$ cat src/rtl/qif_neuron_scheduler.sv
// Time-multiplexed QIF neuron scheduler: one shared update datapath swept across all neurons per tick.
// Optional per-neuron refractory skip is enabled by defining QIF_REFRACTORY_EN.
`timescale 1ns/1ps
module qif_neuron_scheduler #(
  parameter int               N_NEURONS  = 4,
  parameter logic signed [7:0] VPEAK     = 8'sd50,
  parameter logic signed [7:0] VRESET    = -8'sd20,
  parameter int               FIFO_DEPTH = 4,
  localparam int              IW         = $clog2(N_NEURONS)
) (
  input  logic                 clk,
  input  logic                 rst,
  input  logic                 tick,
  output logic                 busy,
  output logic                 sweep_done,
  input  logic                 b_we,
  input  logic [IW-1:0]        b_addr,
  input  logic signed [7:0]    b_data,
  input  logic [IW-1:0]        v_rd_addr,
  output logic signed [7:0]    v_rd_data,
  output logic                 spk_valid,
  input  logic                 spk_ready,
  output logic [IW-1:0]        spk_id,
  output logic                 spk_overflow,
  output logic                 tick_overrun,
  input  logic                 clr_flags
);

  localparam int              NSLOT    = 1 << IW;
  localparam int              PW       = $clog2(FIFO_DEPTH);
  localparam logic [IW-1:0]   LAST_IDX = IW'(N_NEURONS - 1);
  localparam logic [IW-1:0]   IDX_ONE  = IW'(1);
  localparam logic [PW-1:0]   PTR_ONE  = PW'(1);
  localparam logic [PW:0]     CNT_ONE  = (PW+1)'(1);
  localparam logic [PW:0]     CNT_FULL = (PW+1)'(FIFO_DEPTH);

  typedef enum logic [1:0] {IDLE, RUN, DONE} state_t;

  state_t            r_state, w_nextState;
  logic [IW-1:0]     r_idx;
  logic signed [7:0] r_v [NSLOT];
  logic signed [7:0] r_b [NSLOT];

  logic [IW-1:0]     r_mem [FIFO_DEPTH];
  logic [PW-1:0]     r_wrPtr, r_rdPtr;
  logic [PW:0]       r_count;
  logic              r_overflow, r_overrun;

  logic signed [7:0]  w_curV, w_curB, w_satV, w_nextV;
  logic signed [15:0] w_vWide, w_bWide, w_bShift, w_sum;
  logic [15:0]        w_sq;
  logic               w_update, w_spike, w_refr, w_push, w_pop, w_full, w_doPush, w_drop;

  always_ff @(posedge clk or posedge rst) begin
    if (rst) r_state <= IDLE;
    else     r_state <= w_nextState;
  end

  always_comb begin
    w_nextState = r_state;
    case (r_state)
      IDLE:    if (tick) w_nextState = RUN;
      RUN:     if (r_idx == LAST_IDX) w_nextState = DONE;
      DONE:    w_nextState = IDLE;
      default: w_nextState = IDLE;
    endcase
  end

  always_ff @(posedge clk or posedge rst) begin
    if (rst)                                    r_idx <= '0;
    else if (r_state == RUN && r_idx != LAST_IDX) r_idx <= r_idx + IDX_ONE;
    else if (r_state != RUN)                    r_idx <= '0;
  end

  assign busy       = (r_state != IDLE);
  assign sweep_done = (r_state == DONE);
  assign w_update   = (r_state == RUN);

  // QIF step: V + floor(B/4) + V^2/16, formed in 16 bits so nothing can wrap before saturation.
  assign w_curV   = r_v[r_idx];
  assign w_curB   = r_b[r_idx];
  assign w_vWide  = {{8{w_curV[7]}}, w_curV};
  assign w_bWide  = {{8{w_curB[7]}}, w_curB};
  assign w_bShift = w_bWide >>> 2;
  assign w_sq     = w_vWide * w_vWide;
  assign w_sum    = w_vWide + w_bShift + $signed(w_sq >> 4);
  assign w_spike  = (w_curV >= VPEAK);

  always_comb begin
    w_satV = w_sum[7:0];
    if (w_sum > 16'sd127)       w_satV = 8'sd127;
    else if (w_sum < -16'sd128) w_satV = -8'sd128;
  end

`ifdef QIF_REFRACTORY_EN
  logic [NSLOT-1:0] r_refr;

  always_ff @(posedge clk or posedge rst) begin
    if (rst) r_refr <= '0;
    else if (w_update) r_refr[r_idx] <= w_spike & ~r_refr[r_idx];
  end

  assign w_refr = r_refr[r_idx];
`else
  assign w_refr = 1'b0;
`endif

  assign w_nextV = (w_refr || w_spike) ? VRESET : w_satV;
  assign w_push  = w_update & w_spike & ~w_refr;

  always_ff @(posedge clk or posedge rst) begin
    if (rst) begin
      for (int i = 0; i < NSLOT; i++) r_v[i] <= VRESET;
    end else if (w_update) begin
      r_v[r_idx] <= w_nextV;
    end
  end

  always_ff @(posedge clk or posedge rst) begin
    if (rst) begin
      for (int i = 0; i < NSLOT; i++) r_b[i] <= '0;
    end else if (b_we) begin
      r_b[b_addr] <= b_data;
    end
  end

  assign v_rd_data = r_v[v_rd_addr];

  // A pop in the same cycle frees the head slot, so a push into a full FIFO is still accepted.
  assign spk_valid = (r_count != '0);
  assign spk_id    = r_mem[r_rdPtr];
  assign w_pop     = spk_valid & spk_ready;
  assign w_full    = (r_count == CNT_FULL);
  assign w_doPush  = w_push & (~w_full | w_pop);
  assign w_drop    = w_push & w_full & ~w_pop;

  always_ff @(posedge clk or posedge rst) begin
    if (rst) begin
      for (int i = 0; i < FIFO_DEPTH; i++) r_mem[i] <= '0;
      r_wrPtr <= '0;
      r_rdPtr <= '0;
      r_count <= '0;
    end else begin
      if (w_doPush) begin
        r_mem[r_wrPtr] <= r_idx;
        r_wrPtr        <= r_wrPtr + PTR_ONE;
      end
      if (w_pop) r_rdPtr <= r_rdPtr + PTR_ONE;
      case ({w_doPush, w_pop})
        2'b10:   r_count <= r_count + CNT_ONE;
        2'b01:   r_count <= r_count - CNT_ONE;
        default: r_count <= r_count;
      endcase
    end
  end

  always_ff @(posedge clk or posedge rst) begin
    if (rst) begin
      r_overflow <= 1'b0;
      r_overrun  <= 1'b0;
    end else begin
      if (w_drop)                r_overflow <= 1'b1;
      else if (clr_flags)        r_overflow <= 1'b0;
      if (tick && r_state != IDLE) r_overrun <= 1'b1;
      else if (clr_flags)        r_overrun  <= 1'b0;
    end
  end

  assign spk_overflow = r_overflow;
  assign tick_overrun = r_overrun;

endmodule
$ cat config.mk
export PLATFORM = sky130hd
export DESIGN_NAME = qif_neuron_scheduler
export DESIGN_NICKNAME = d
export VERILOG_FILES = /design/src/rtl/qif_neuron_scheduler.sv
export SDC_FILE = /design/constraint.sdc
export NUM_CORES = 1
export LEC_CHECK = 0
export CAP_MARGIN = 20
export CORE_ASPECT_RATIO = 1.2
export CORE_MARGIN = 10
export CORE_UTILIZATION = 60
export CTS_CLUSTER_SIZE = 40
export DETAILED_ROUTE_END_ITERATION = 6
export PLACE_DENSITY_LB_ADDON = 0.25
export SLEW_MARGIN = 25
export SYNTH_ARGS = -nofsm -noshare
export SYNTH_HDL_FRONTEND = slang
export SYNTH_SLANG_ARGS = --single-unit
$ cat constraint.sdc
create_clock -name clk -period 11.2 [get_ports clk]
set_input_delay 2.24 -clock clk [delete_from_list [all_inputs] [get_ports clk]]
set_output_delay 2.24 -clock clk [all_outputs]
set_load 0.05 [all_outputs]
==> impl_metrics.py <==
metrics = {
    "status": {
        "outcome": "finished, final reports clean",
    },
    "sta": {
        "hold_viol": 0,
        "final.min_clock_period_ns": 9.33,
        "hold_ws_ns": 0.481,
        "worst_pin_slew_ns": 1.06,
        "skew_ns": 0.00902,
        "setup_violations": 0,
        "maxSlewHeadroom_pct": 29.2,
        "maxSlewViolCount": 0,
        "fin_setup_tns_ns": 0,
        "fmax_mhz": 107,
        "rsz0062_at_grt": "false",
        "fin_crit_sh_pct": 83.3,
    },
    "placement": {
        "placed_cell_area_um2": 7360,
        "place.gp.congestion": 0.869,
        "dp_hpwl_mm": 11.1,
        "portBuffers": 30,
    },
    "yosys": {
        "syn_area_um2": 6950,
        "ys_types": 65,
        "ys.flop_type": "dfrtp_1",
        "ys_ff_latch": 77,
        "yosysWarnings": 0,
        "syn-num-nets": 779,
        "synthArstFlopShare_pct": 100,
        "synth_edf_count": 0,
        "syn_inst": 653,
        "postSynthAreaPerCell_um2": 10.6,
        "synth_sequential_area_ratio_pct": 28.1,
    },
    "setup_path": {
        "reg2reg_slack_ns": 1.87,
        "crit_path_max_fanout": 22,
        "r2r_end": "r_v[25]",
        "r2r_start": "r_idx[1]",
        "crit_arrival_ns": 9.53,
        "ff2ff_path_depth": 27,
        "crit_required_ns": 11.40,
        "critical_path_class": "register to register",
        "cp-end-kind": "register",
        "crit_end": "r_v[25]",
        "crit_start": "r_idx[1]",
        "start_kind": "register",
    },
    "grt": {
        "grt_usage_pct": 18.6,
        "antenna_found_initial": 0,
        "grt_pass1_vias": 5112,
        "grt_pass1_wl_mm": 24.9,
        "overflow": 0,
        "grt_start_max_net_pins": 78,
    },
    "floorplan": {
        "die_x_um": 118,
        "rows": 43,
        "core-area_um2": 11500,
        "die_h_um": 138,
        "initial_utilization_pct": 60.6,
        "pin_count": 33,
        "die_area_um2": 16300,
    },
    "route": {
        "drt_pre_antenna_iters": 4,
        "routedWlPerCell_um": 17.5,
        "drc_errors": 0,
        "drt_iter0_drc": 183,
        "antenna_left": 0,
        "routed_wirelength_mm": 14.7,
        "via_per_inst": 5.81,
        "num_vias": 4873,
    },
    "finish": {
        "n_antenna_cell": 0,
        "syn_to_final_growth_pct": 11.1,
        "drive_gt1_share_pct": 16.9,
        "fin_area_um2": 7720,
        "fin_util_pct": 67.3,
        "nNetsFinal": 803,
    },
    "clocking": {
        "cts_hold_buf": 0,
        "post_cts_buffers": 0,
        "cts_root_buf": "clkbuf_16",
        "cts_sinks": 77,
        "clk_latency_ns": 0.34,
        "clkSlewWorstSetupHoldPaths_ns": 0.06,
        "htreeDepth": 3,
        "cts-resized-gates": 0,
        "clk_path_buf_depth": 2,
        "numCtsBuffers": 9,
        "cts_tree": "done",
    },
    "job": {
        "maxCapViolations": 0,
    },
    "hold_path": {
        "min_path_type": "register to register",
    },
}
cell families after synthesis:
| family | synth area share (%) |
|---|---|
| adders and majority gates | 25.4 |
| AOI/OAI and AO/OA | 10.4 |
| buffers and inverters | 7.24 |
| muxes | 14.3 |
| DFF | 28.1 |
| xor gates and xnor gates | 4.41 |
| and+or+nand+nor | 10.2 |
worst max-delay path, cell delays in order (launching register included):
cell      delay, ns
dfrtp_1        1.04
mux4_2         0.83
inv_1          0.53
nor2_1         0.17
xnor2_1        0.17
ha_1           0.30
fa_1           0.52
fa_1           0.54
fa_1           0.51
ha_1           0.34
inv_1          0.08
o21bai_1       0.09
a21oi_1        0.24
o21bai_1       0.09
a21oi_1        0.27
nor4b_1        0.27
nor3_1         0.11
fa_1           0.50
inv_1          0.05
ha_1           0.37
a21o_1         0.18
a31oi_1        0.25
o221ai_1       0.19
a21oi_1        0.19
xor2_1         0.44
a41oi_1        0.28
a21oi_1        0.48
o21ai_0        0.16
worst min-delay path by stage:
stage                            end       start  cells after the start  slack [ns]
after floorplan           r_state[0]  r_state[1]                      1        0.45
after global placement       r_v[21]     r_v[21]                      2        0.46
after detailed placement  r_count[2]  r_count[2]                      1        0.47
after CTS                    r_v[22]     r_v[22]                      2        0.48
after global routing         r_v[22]     r_v[22]                      2        0.49
final                        r_v[21]     r_v[21]                      2        0.48
metrics by stage:
stage	cells	setup slack [ns]
3_5_place_dp	822	1.94
3_3_place_gp	822	2.16
6_report	839	1.87
5_1_grt	839	1.30
2_1_floorplan	653	3.40
4_1_cts	838	1.86
routing by layer:
metal | vias to the layer above | track usage [%] | part of all wire [%]
met5 | - | 0 | 0
met1 | 2490 | 21.9 | 41
met2 | 117 | 34.1 | 54
met3 | 16 | 3.05 | 3.8
met4 | 0 | 6.19 | 1.3
li1 | 2250 | - | -
Yosys cell counts (2+ instances only):
cell type	instances	area share, %
mux2_4	8	1.7
a41o_1	2	0.29
clkbuf_1	12	0.65
nor2_1	28	1.5
dfrtp_1	57	21
nor2b_1	5	0.45
xor2_1	12	1.5
nand2_1	52	2.8
a21o_1	5	0.54
buf_2	3	0.22
nand2_4	4	0.65
o21bai_1	5	0.54
nand2b_1	5	0.45
dfstp_2	20	7.6
inv_1	106	5.7
nand3b_1	2	0.22
a21oi_1	18	1.3
fa_1	55	16
and3_1	3	0.27
mux2i_1	5	0.72
or4_1	2	0.22
o2111ai_1	2	0.25
xnor2_1	23	2.9
o41ai_1	2	0.25
o311ai_0	4	0.50
o21ai_1	9	0.65
a31oi_1	4	0.36
a211oi_2	5	0.90
nor3_1	8	0.58
o221ai_1	2	0.25
or3_1	2	0.18
or2_1	3	0.27
mux4_2	24	7.8
o21ai_0	30	2.2
buf_1	2	0.11
and2_1	9	0.81
buf_6	3	0.49
ha_1	53	9.5
nand3_1	8	0.58
mux2_2	25	4.1
a211oi_1	2	0.22
cell usage in the layout, fill, tap and decap left out, types with 3 or more instances in the layout:
cell type	synthesis	final
inv_1	106	105
dfrtp_1	57	57
fa_1	55	55
ha_1	53	53
nand2_1	52	52
o21ai_0	30	30
clkdlybuf4s50_1	0	30
nor2_1	28	28
mux2_2	25	25
mux4_2	24	24
xnor2_1	23	23
dfstp_2	20	20
a21oi_1	18	18
xor2_1	12	12
o21ai_1	9	9
and2_1	9	9
clkbuf_16	0	9
nand3_1	8	8
nor3_1	8	8
mux2_4	8	8
nor2b_1	5	5
a21o_1	5	5
nand2b_1	5	5
mux2i_1	5	5
a211oi_2	5	5
o21bai_1	5	5
a31oi_1	4	4
o311ai_0	4	4
nand2_4	4	4
and3_1	3	3
or2_1	3	3
registers in the layout (all words and copies together) (netlist names):
name,cells
r_idx,2
r_count,3
r_v,32
r_mem,8
r_state,2
r_rdPtr,2
spk_overflow,1
r_wrPtr,2
r_b,24
tick_overrun,1
area by class of cell:
class / count / area (um^2)
Tap cell: 157 / 196
Sequential cell: 77 / 1950
Timing Repair Buffer: 33 / 343
Inverter: 107 / 402
Clock inverter: 7 / 108
Multi-Input combinational cell: 449 / 4490
Fill cell: 838 / 3740
Clock buffer: 9 / 225
Power is left out: the tool's default activity adds up to more than one toggle a clock period on the data nets, which glitch-free logic cannot reach.
